<file path="config.mk">
export PLATFORM = sky130hd
export DESIGN_NAME = pacman_motion_ctrl
export DESIGN_NICKNAME = d
export VERILOG_FILES = /design/src/rtl/pacman_motion_ctrl.sv
export SDC_FILE = /design/constraint.sdc
export NUM_CORES = 1
export LEC_CHECK = 0
export ABC_CLOCK_PERIOD_IN_PS = 3000
export BUFFER_PORTS_ARGS = -buffer_cell sky130_fd_sc_hd__buf_2
export CAP_MARGIN = 10
export CORE_MARGIN = 2
export CORE_UTILIZATION = 45
export CTS_BUF_LIST = sky130_fd_sc_hd__clkbuf_8
export DETAILED_ROUTE_END_ITERATION = 6
export MAX_ROUTING_LAYER = met4
export SETUP_SLACK_MARGIN = 0.2
export SLEW_MARGIN = 20
export SYNTH_ARGS = -nofsm -noshare
export SYNTH_HDL_FRONTEND = slang
export SYNTH_SLANG_ARGS = --single-unit
</file>
<file path="constraint.sdc">
create_clock -name clk -period 3 [get_ports clk]
set_input_delay 0.45 -clock clk [delete_from_list [all_inputs] [get_ports clk]]
set_output_delay 0.45 -clock clk [all_outputs]
set_load 0.1 [all_outputs]
</file>
<file path="src/rtl/pacman_motion_ctrl.sv">
//------------------------------------------------------------------------------
// Module   : pacman_motion_ctrl
// Function : Tick-driven sprite motion with buffered turn requests and clamp/wrap edges.
// Revision : 1.0
//------------------------------------------------------------------------------
`default_nettype none

module pacman_motion_ctrl #(
   parameter int H_MIN   = 150,
   parameter int H_MAX   = 630,
   parameter int V_MIN   = 34,
   parameter int V_MAX   = 514,
   parameter int SPRITE  = 30,
   parameter int STEP    = 2,
   parameter int START_X = 360,
   parameter int START_Y = 154,
   parameter int WRAP_EN = 0
) (
   input  logic       clk,
   input  logic       rst,
   input  logic       tick,
   input  logic       freeze,
   input  logic       up,
   input  logic       down,
   input  logic       left,
   input  logic       right,
   input  logic       leg_l,
   input  logic       leg_r,
   input  logic       leg_u,
   input  logic       leg_d,
   output logic [9:0] pm_xpos,
   output logic [9:0] pm_ypos,
   output logic [1:0] heading,
   output logic       moveleft,
   output logic       moving,
   output logic       step_done
);

   localparam logic [10:0] C_X_MIN = 11'(H_MIN);
   localparam logic [10:0] C_X_MAX = 11'(H_MAX - SPRITE);
   localparam logic [10:0] C_Y_MIN = 11'(V_MIN);
   localparam logic [10:0] C_Y_MAX = 11'(V_MAX - SPRITE);
   localparam logic [10:0] C_STEP  = 11'(STEP);
   localparam bit          C_WRAP  = (WRAP_EN != 0);

   localparam logic [1:0] C_DIR_R = 2'd0;
   localparam logic [1:0] C_DIR_L = 2'd1;
   localparam logic [1:0] C_DIR_U = 2'd2;

   typedef enum logic [1:0] {
      ST_IDLE    = 2'd0,
      ST_MOVING  = 2'd1,
      ST_BLOCKED = 2'd2
   } state_t;

   state_t     state_q, state_d;
   logic [9:0] xpos_q, xpos_d;
   logic [9:0] ypos_q, ypos_d;
   logic [1:0] heading_q, heading_d;
   logic       moveleft_q, moveleft_d;
   logic       step_done_q, step_done_d;
   logic       req_valid_q, req_valid_d;
   logic [1:0] req_dir_q, req_dir_d;

   logic       w_press;
   logic [1:0] w_press_dir;
   logic       w_eff_valid;
   logic [1:0] w_eff_dir;
   logic [3:0] w_leg_vec;
   logic       w_do_move;
   logic [1:0] w_move_dir;
   logic [10:0] w_x_ext, w_y_ext, w_x_new, w_y_new;

   always_comb begin
      w_press     = right | left | up | down;
      w_press_dir = right ? 2'd0 : left ? 2'd1 : up ? 2'd2 : 2'd3;
      w_eff_valid = w_press | req_valid_q;
      w_eff_dir   = w_press ? w_press_dir : req_dir_q;
      w_leg_vec   = {leg_d, leg_u, leg_l, leg_r};

      state_d     = state_q;
      heading_d   = heading_q;
      moveleft_d  = moveleft_q;
      step_done_d = 1'b0;
      req_valid_d = w_press ? 1'b1 : req_valid_q;
      req_dir_d   = w_press ? w_press_dir : req_dir_q;
      w_do_move   = 1'b0;
      w_move_dir  = heading_q;

      if (tick && !freeze) begin
         if (w_eff_valid && w_leg_vec[w_eff_dir]) begin
            w_do_move   = 1'b1;
            w_move_dir  = w_eff_dir;
            heading_d   = w_eff_dir;
            req_valid_d = 1'b0;
            if (w_eff_dir == C_DIR_R) moveleft_d = 1'b0;
            else if (w_eff_dir == C_DIR_L) moveleft_d = 1'b1;
         end else if (state_q != ST_IDLE && w_leg_vec[heading_q]) begin
            w_do_move = 1'b1;
         end
         if (w_do_move) state_d = ST_MOVING;
         else if (state_q == ST_MOVING) state_d = ST_BLOCKED;
      end

      // Underflow is avoided by testing against MIN+STEP before subtracting.
      w_x_ext = {1'b0, xpos_q};
      w_y_ext = {1'b0, ypos_q};
      w_x_new = w_x_ext;
      w_y_new = w_y_ext;
      if (w_do_move) begin
         case (w_move_dir)
            C_DIR_R: w_x_new = (w_x_ext + C_STEP > C_X_MAX) ? (C_WRAP ? C_X_MIN : C_X_MAX)
                                                              : w_x_ext + C_STEP;
            C_DIR_L: w_x_new = (w_x_ext < C_X_MIN + C_STEP) ? (C_WRAP ? C_X_MAX : C_X_MIN)
                                                             : w_x_ext - C_STEP;
            C_DIR_U: w_y_new = (w_y_ext < C_Y_MIN + C_STEP) ? (C_WRAP ? C_Y_MAX : C_Y_MIN)
                                                             : w_y_ext - C_STEP;
            default: w_y_new = (w_y_ext + C_STEP > C_Y_MAX) ? (C_WRAP ? C_Y_MIN : C_Y_MAX)
                                                              : w_y_ext + C_STEP;
         endcase
      end
      xpos_d      = w_x_new[9:0];
      ypos_d      = w_y_new[9:0];
      step_done_d = (w_x_new != w_x_ext) || (w_y_new != w_y_ext);
   end

   always_ff @(posedge clk or posedge rst) begin
      if (rst) begin
         state_q     <= ST_IDLE;
         xpos_q      <= 10'(START_X);
         ypos_q      <= 10'(START_Y);
         heading_q   <= 2'd0;
         moveleft_q  <= 1'b0;
         step_done_q <= 1'b0;
         req_valid_q <= 1'b0;
         req_dir_q   <= 2'd0;
      end else begin
         state_q     <= state_d;
         xpos_q      <= xpos_d;
         ypos_q      <= ypos_d;
         heading_q   <= heading_d;
         moveleft_q  <= moveleft_d;
         step_done_q <= step_done_d;
         req_valid_q <= req_valid_d;
         req_dir_q   <= req_dir_d;
      end
   end

   assign pm_xpos   = xpos_q;
   assign pm_ypos   = ypos_q;
   assign heading   = heading_q;
   assign moveleft  = moveleft_q;
   assign moving    = (state_q == ST_MOVING);
   assign step_done = step_done_q;

endmodule

`default_nettype wire

</file>
==> results of run 1 <==
## worst min-delay path, stage by stage
cell   delay (ns)
buf_2        0.09
inv_1        0.04
buf_4        0.37
## cells in the mapped netlist, types with 4 or more instances
cell type | n | area (um^2)
nor2_1 | 37 | 139
nor2b_1 | 6 | 37.5
ha_1 | 5 | 62.6
nand4_1 | 9 | 56.3
nor3_1 | 18 | 90.1
dfstp_2 | 8 | 210
inv_1 | 18 | 67.6
nand2b_1 | 4 | 25.0
nand2_1 | 33 | 124
o221ai_1 | 4 | 35.0
a211o_1 | 4 | 35.0
a31oi_1 | 7 | 43.8
nand3_1 | 11 | 55.1
o31ai_1 | 5 | 37.5
xnor2_1 | 8 | 70.1
or3_1 | 10 | 62.6
o211ai_1 | 7 | 52.6
buf_2 | 9 | 45.0
a211oi_1 | 6 | 45.0
a21oi_1 | 27 | 135
o22ai_1 | 4 | 25.0
dfrtp_1 | 21 | 526
a22oi_1 | 5 | 37.5
a21o_1 | 4 | 30.0
clkbuf_1 | 19 | 71.3
o21ai_0 | 28 | 140
and3_1 | 5 | 31.3
## worst paths after layout
check,end,slack (ns),depth (start not counted)
worst max-delay path,step_done$_DFF_PP0_,0.11,10
max in group asynchronous,pm_xpos[2]$_DFF_PP0_,2.41,3
worst min register to register,moveleft$_DFFE_PP0P_,0.48,1
worst max register to register,step_done$_DFF_PP0_,0.11,10
min in group clk,moveleft$_DFFE_PP0P_,0.48,1
worst min-delay path,pm_xpos[7]$_DFF_PP0_,0.23,3
## per-stage QoR
| step | power [mW] | hold slack (ns) |
|---|---|---|
| global route | 4.88 | 0.271 |
| finish | 4.62 | 0.234 |
| detailed placement | 4.10 | 0.464 |
| floorplan | 3.43 | 0.485 |
| global placement | 4.08 | 0.457 |
| CTS | 4.56 | 0.243 |
## power by group
group	leakage [nW]	internal, mW	switching [mW]
combinational	1.40	1.06	2.26
sequential	0.325	0.628	0.329
clock	0.0439	0.160	0.181
total	1.77	1.85	2.77
## metal layers
metal,up-vias,wire (um)
met2,144,5380
met1,1801,4840
met4,0,149
met3,14,615
li1,1758,-
met5,-,0
## area by class of cell
cell class / count / area [um^2] / area share, %
multi-input cells: 331 / 2460 / 56.5
repair buffers: 118 / 816 / 18.7
flip-flops and latches: 29 / 791 / 18.1
well taps: 96 / 120 / 2.76
inverters: 20 / 85.1 / 1.95
clock buffers: 5 / 68.8 / 1.58
clock inverters: 3 / 17.5 / 0.402
## cells by family (layout without fill, tap and decap cells)
logic type	after synthesis	in the layout	share of synthesized area (%)
AND/OR/NAND/NOR	159	159	26.5
AO/OA/AOI/OAI	153	153	37.0
buffers and inverters	51	146	7.05
flip-flops	29	29	23.0
XOR/XNOR	8	8	2.19
multiplexers	6	6	2.35
adder cells (fa/ha/maj)	5	5	1.96
## registers in the layout, indices dropped and copies added, names as in the netlist
register     count
state_q          2
req_valid_q      1
req_dir_q        2
pm_ypos         10
step_done        1
pm_xpos         10
heading          2
moveleft         1
## what timing repair did
action                                  in CTS  in global routing
endpoints found under the setup margin       2                  2
cloned                                       0                  0
setup buffers                                8                  2
pin swaps                                    9                  6
resized for setup                            9                  9
==> out/metrics.cfg, run 1 <==
[setup_path]
startpoint_type=flop
critPathTopFamily=compound AO/OA/AOI/OAI gates
startpoint=pm_xpos[2]$_DFF_PP0_
crit_buf_inv=0
required_ns=3.16
worst_setup_path_end_kind=flop
cp_slowest_cell=dfrtp_4
setup.worst_path.class=flop to flop
critPathMaxStageDelay_ns=0.49
arrival_ns=3.05
cp_cell_sequence=ha_4, and3_2, nand3_1, a32o_1, o31ai_1, o21ai_0, o31ai_1, nand4_1, nor4_2, nand4_1
cp_max_fo=9
rr_startpoint=pm_xpos[2]$_DFF_PP0_

[final_layout]
final_cells=602
n_fill_cell=615
layout.nets=522
final_area_um2=4360
finish.utilization_pct=63.8
layout-drive-gt1-share_pct=39.1
area_growth_pct=36.5
final_common_cell=buf_4
mostFrequentLayoutCells=buf_4, nor2_1, buf_2
diodes=0

[synth]
synth-edff-count=0
synth.avg_cell_area_um2=7.77
ys.warnings.count=0
synthArstFlopShare_pct=100
syn_area_um2=3190
ys_seq_area_share_pct=23.0
synth_cell_type_count=84
syn_nets=428
ys.flop_type=dfrtp_1
synth_cells=411
yosys_register_bits=29

[timing]
slew_violations=0
tightest_slew_ns=0.553
setup_viol=0
rsz0062_at_grt=true
final-hold-violation-count=0
fin_ws_ns=0.113
fin_crit_sh_pct=96.2
setup_tns_ns=0
min_period_ns=2.89
max-slew-margin-rel_pct=62.9
fmax_ghz=0.346
fin_skew_ns=0.00980

[drt]
wl_per_cell_um=18.2
drc=0
ant_nets=0
firstDrtPassIters=5
wl_mm=11.0
viasPerCell=6.17
drtIter0Drc=256
via_count=3717

[die]
ios=37
die_h_um=88.2
core_area_um2=6830
start_util_pct=46.7
die_x_um=88.2
num_rows=30
dieArea_um2=7790

[clock_network]
cts_sinks=29
h-tree-depth=2
cts_made_buffers=5
root_buffer=clkbuf_8
clk_pin_slew_ns=0.08
cts_tree=built
clockBufferDepth=2
ctsHoldBuffers=0
clk_latency_ns=0.30

[flow_run]
cap_violations=0

[outcome]
outcome=finished clean

[placement]
placed_cells=584
gp_congestion=0.943
pre_cts_ws_ns=-0.276
place_hpwl_mm=8.18
port_buffers=36
place_area_um2=4100

[hold_path]
hold_path.class=primary input to asynchronous set/reset pin

[global_routing]
busiest_layer=met2
use_met3_pct=3.36
grt_overflow=0
grt_pass1_vias=3449
grt_use_met2_pct=48.9
grt_first_pass_wirelength_mm=17.7
grt_antenna_before_repair=0
grt_max_degree=30
grtUsageTotal_pct=30.1
grt_use_met1_pct=40.0

[power]
vdd_drop_max_uv=580
pwr_density_cell_nw_per_um2=1060
p_leak_nw=1.77

No activity file was read; power rests on OpenSTA's default activity.
==> run 2: changes to the inputs <==
MAX_ROUTING_LAYER = unset   (was met4)
==> out/metrics.cfg, run 2 (synthesis gave the netlist of run 1 again) <==
[setup_path]
worst_setup_path_end_kind=flop
setup.worst_path.class=flop to flop
startpoint_type=flop
reg2reg_to=step_done$_DFF_PP0_
reg2regPathDepth=10  ; unchanged
cp_max_fo=8  ; -1
required_ns=3.16  ; about the same
arrival_ns=3.01  ; -0.04 ns
rr_startpoint=req_dir_q[0]$_DFF_PP0_
r2r_slack_ns=0.15  ; +0.03 ns

[placement]
gp_congestion=0.920  ; -2.4%
place_hpwl_mm=8.18  ; about the same
port_buffers=36  ; unchanged

[final_layout]
diodes=0  ; unchanged
mostFrequentLayoutCells=buf_4, buf_2, nor2_1
area_growth_pct=38.5
layout.nets=521  ; -0.19%
n_fill_cell=603  ; -2.0%
final_common_cell=buf_4
layout-drive-gt1-share_pct=40.2  ; +1.1 points

[flow_run]
cap_violations=0  ; unchanged

[timing]
fin_crit_sh_pct=95.2  ; -1.1 points
tightest_slew_ns=0.658  ; +0.105 ns
final-hold-violation-count=0  ; unchanged
slew_violations=0  ; unchanged
min_period_ns=2.85  ; -0.0326 ns
fin_skew_ns=0.00833  ; -0.00147 ns
whs_ns=0.235  ; +0.000160 ns
rsz0062_at_grt=true
max-slew-margin-rel_pct=55.8  ; -7.1 points
setup_viol=0  ; unchanged
fmax_ghz=0.350  ; +1.1%

[drt]
wl_mm=11.2  ; +1.6%
wl_per_cell_um=18.6  ; +1.8%
viasPerCell=6.16  ; -0.18%
firstDrtPassIters=5  ; unchanged
drc=0  ; unchanged
ant_nets=0  ; unchanged
drtIter0Drc=287  ; +12%
via_count=3704  ; -0.35%

[clock_network]
h-tree-depth=2  ; unchanged
cts_sinks=29  ; unchanged
cts_made_buffers=5  ; unchanged
cts_tree=built
root_buffer=clkbuf_8
clockBufferDepth=2  ; unchanged
clk_pin_slew_ns=0.07  ; about the same
clk_latency_ns=0.29  ; about the same
ctsHoldBuffers=0  ; unchanged

[outcome]
outcome=finished clean

[die]
num_rows=30  ; unchanged
die_h_um=88.2  ; unchanged
die_x_um=88.2  ; unchanged
core_area_um2=6830  ; unchanged
dieArea_um2=7790  ; unchanged
start_util_pct=46.7  ; unchanged
ios=37  ; unchanged

[global_routing]
grt_overflow=0  ; unchanged
grt_first_pass_wirelength_mm=18.2  ; +2.5%
grt_max_degree=30  ; unchanged
grt_pass1_vias=3592  ; +4.1%
grt_antenna_before_repair=0  ; unchanged
grtUsageTotal_pct=29.9  ; -0.12 points

[power]
pwr_density_cell_nw_per_um2=1080  ; +2.2%
p_leak_nw=1.78  ; +0.60%
vdd_drop_max_uv=800  ; +38%
report.power.total_mw=4.78  ; +3.6%

[hold_path]
hold_path.class=primary input to asynchronous set/reset pin

[run 2: changes by cell type in the layout (fill, tap and decap cells not counted), sizes merged]
cell,previous run,this run
inv,19,20
clkinvlp,1,0
buf,118,117
bufinv,0,1
clkinv,3,2
[run 2: layout make-up]
| type | count | area [um^2] | area share (%) |
|---|---|---|---|
| multi-input cells | 331 | 2520 | 57.0 |
| repair buffers | 117 | 801 | 18.1 |
| flip-flops and latches | 29 | 791 | 17.9 |
| well taps | 96 | 120 | 2.72 |
| inverters | 20 | 85.1 | 1.92 |
| clock buffers | 5 | 68.8 | 1.56 |
| clock inverters | 3 | 37.5 | 0.849 |
[run 2: how the worst max path moves through the flow]
stage,depth (start not counted),to,start,slack [ns]
2_1_floorplan,11,step_done$_DFF_PP0_,pm_ypos[1]$_DFF_PP1_,0.17
3_3_place_gp,10,step_done$_DFF_PP0_,left,-0.11
3_5_place_dp,10,step_done$_DFF_PP0_,left,-0.20
4_1_cts,9,step_done$_DFF_PP0_,req_dir_q[0]$_DFF_PP0_,0.15
5_1_grt,9,step_done$_DFF_PP0_,req_dir_q[0]$_DFF_PP0_,-0.004
6_report,10,step_done$_DFF_PP0_,req_dir_q[0]$_DFF_PP0_,0.15
[run 2: power by group]
group,switching (mW),leakage (nW),internal (mW),total (mW)
registers,0.312,0.325,0.627,0.939
clock network,0.171,0.0570,0.242,0.412
logic,2.32,1.40,1.11,3.43
total,2.81,1.78,1.98,4.78
[run 2: layer usage]
metal	vias to the layer above	GRT usage (%)	wire [um]
met5	-	0	0
met4	0	11.7	312
met3	27	3.54	438
met2	118	49.1	5430
met1	1800	40.3	4980
li1	1759	-	-
[run 2: worst max-delay path, stage by stage (launching register included)]
cell and delay [ns]:
dfrtp_1 0.39, nor3_2 0.36, buf_4 0.18, o31a_1 0.23, o211ai_4 0.19, buf_4 0.21
o311ai_1 0.40, o2111a_1 0.25, nand4_1 0.09, nor4_2 0.30, nand4_1 0.11
[run 2: through the flow]
step	instances	cell area, um^2	util (%)	setup TNS [ns]	setup WS [ns]
after floorplan	411	3470	-	0	0.171
after global placement	575	4040	59.1	-0.146	-0.108
after detailed placement	575	4040	59.1	-0.275	-0.204
after CTS	601	4400	64.4	0	0.155
after global routing	601	4420	64.7	-0.00366	-0.00366
final	601	4420	64.7	0	0.145
[run 2: timing repair]
item | CTS | global route
resized for setup | 22 | 7
gates cloned | 0 | 0
endpoints found under the setup margin | 2 | 4
pin swaps | 16 | 3
endpoints found under the hold margin | 0 | 0
buffers inserted | 18 | 0
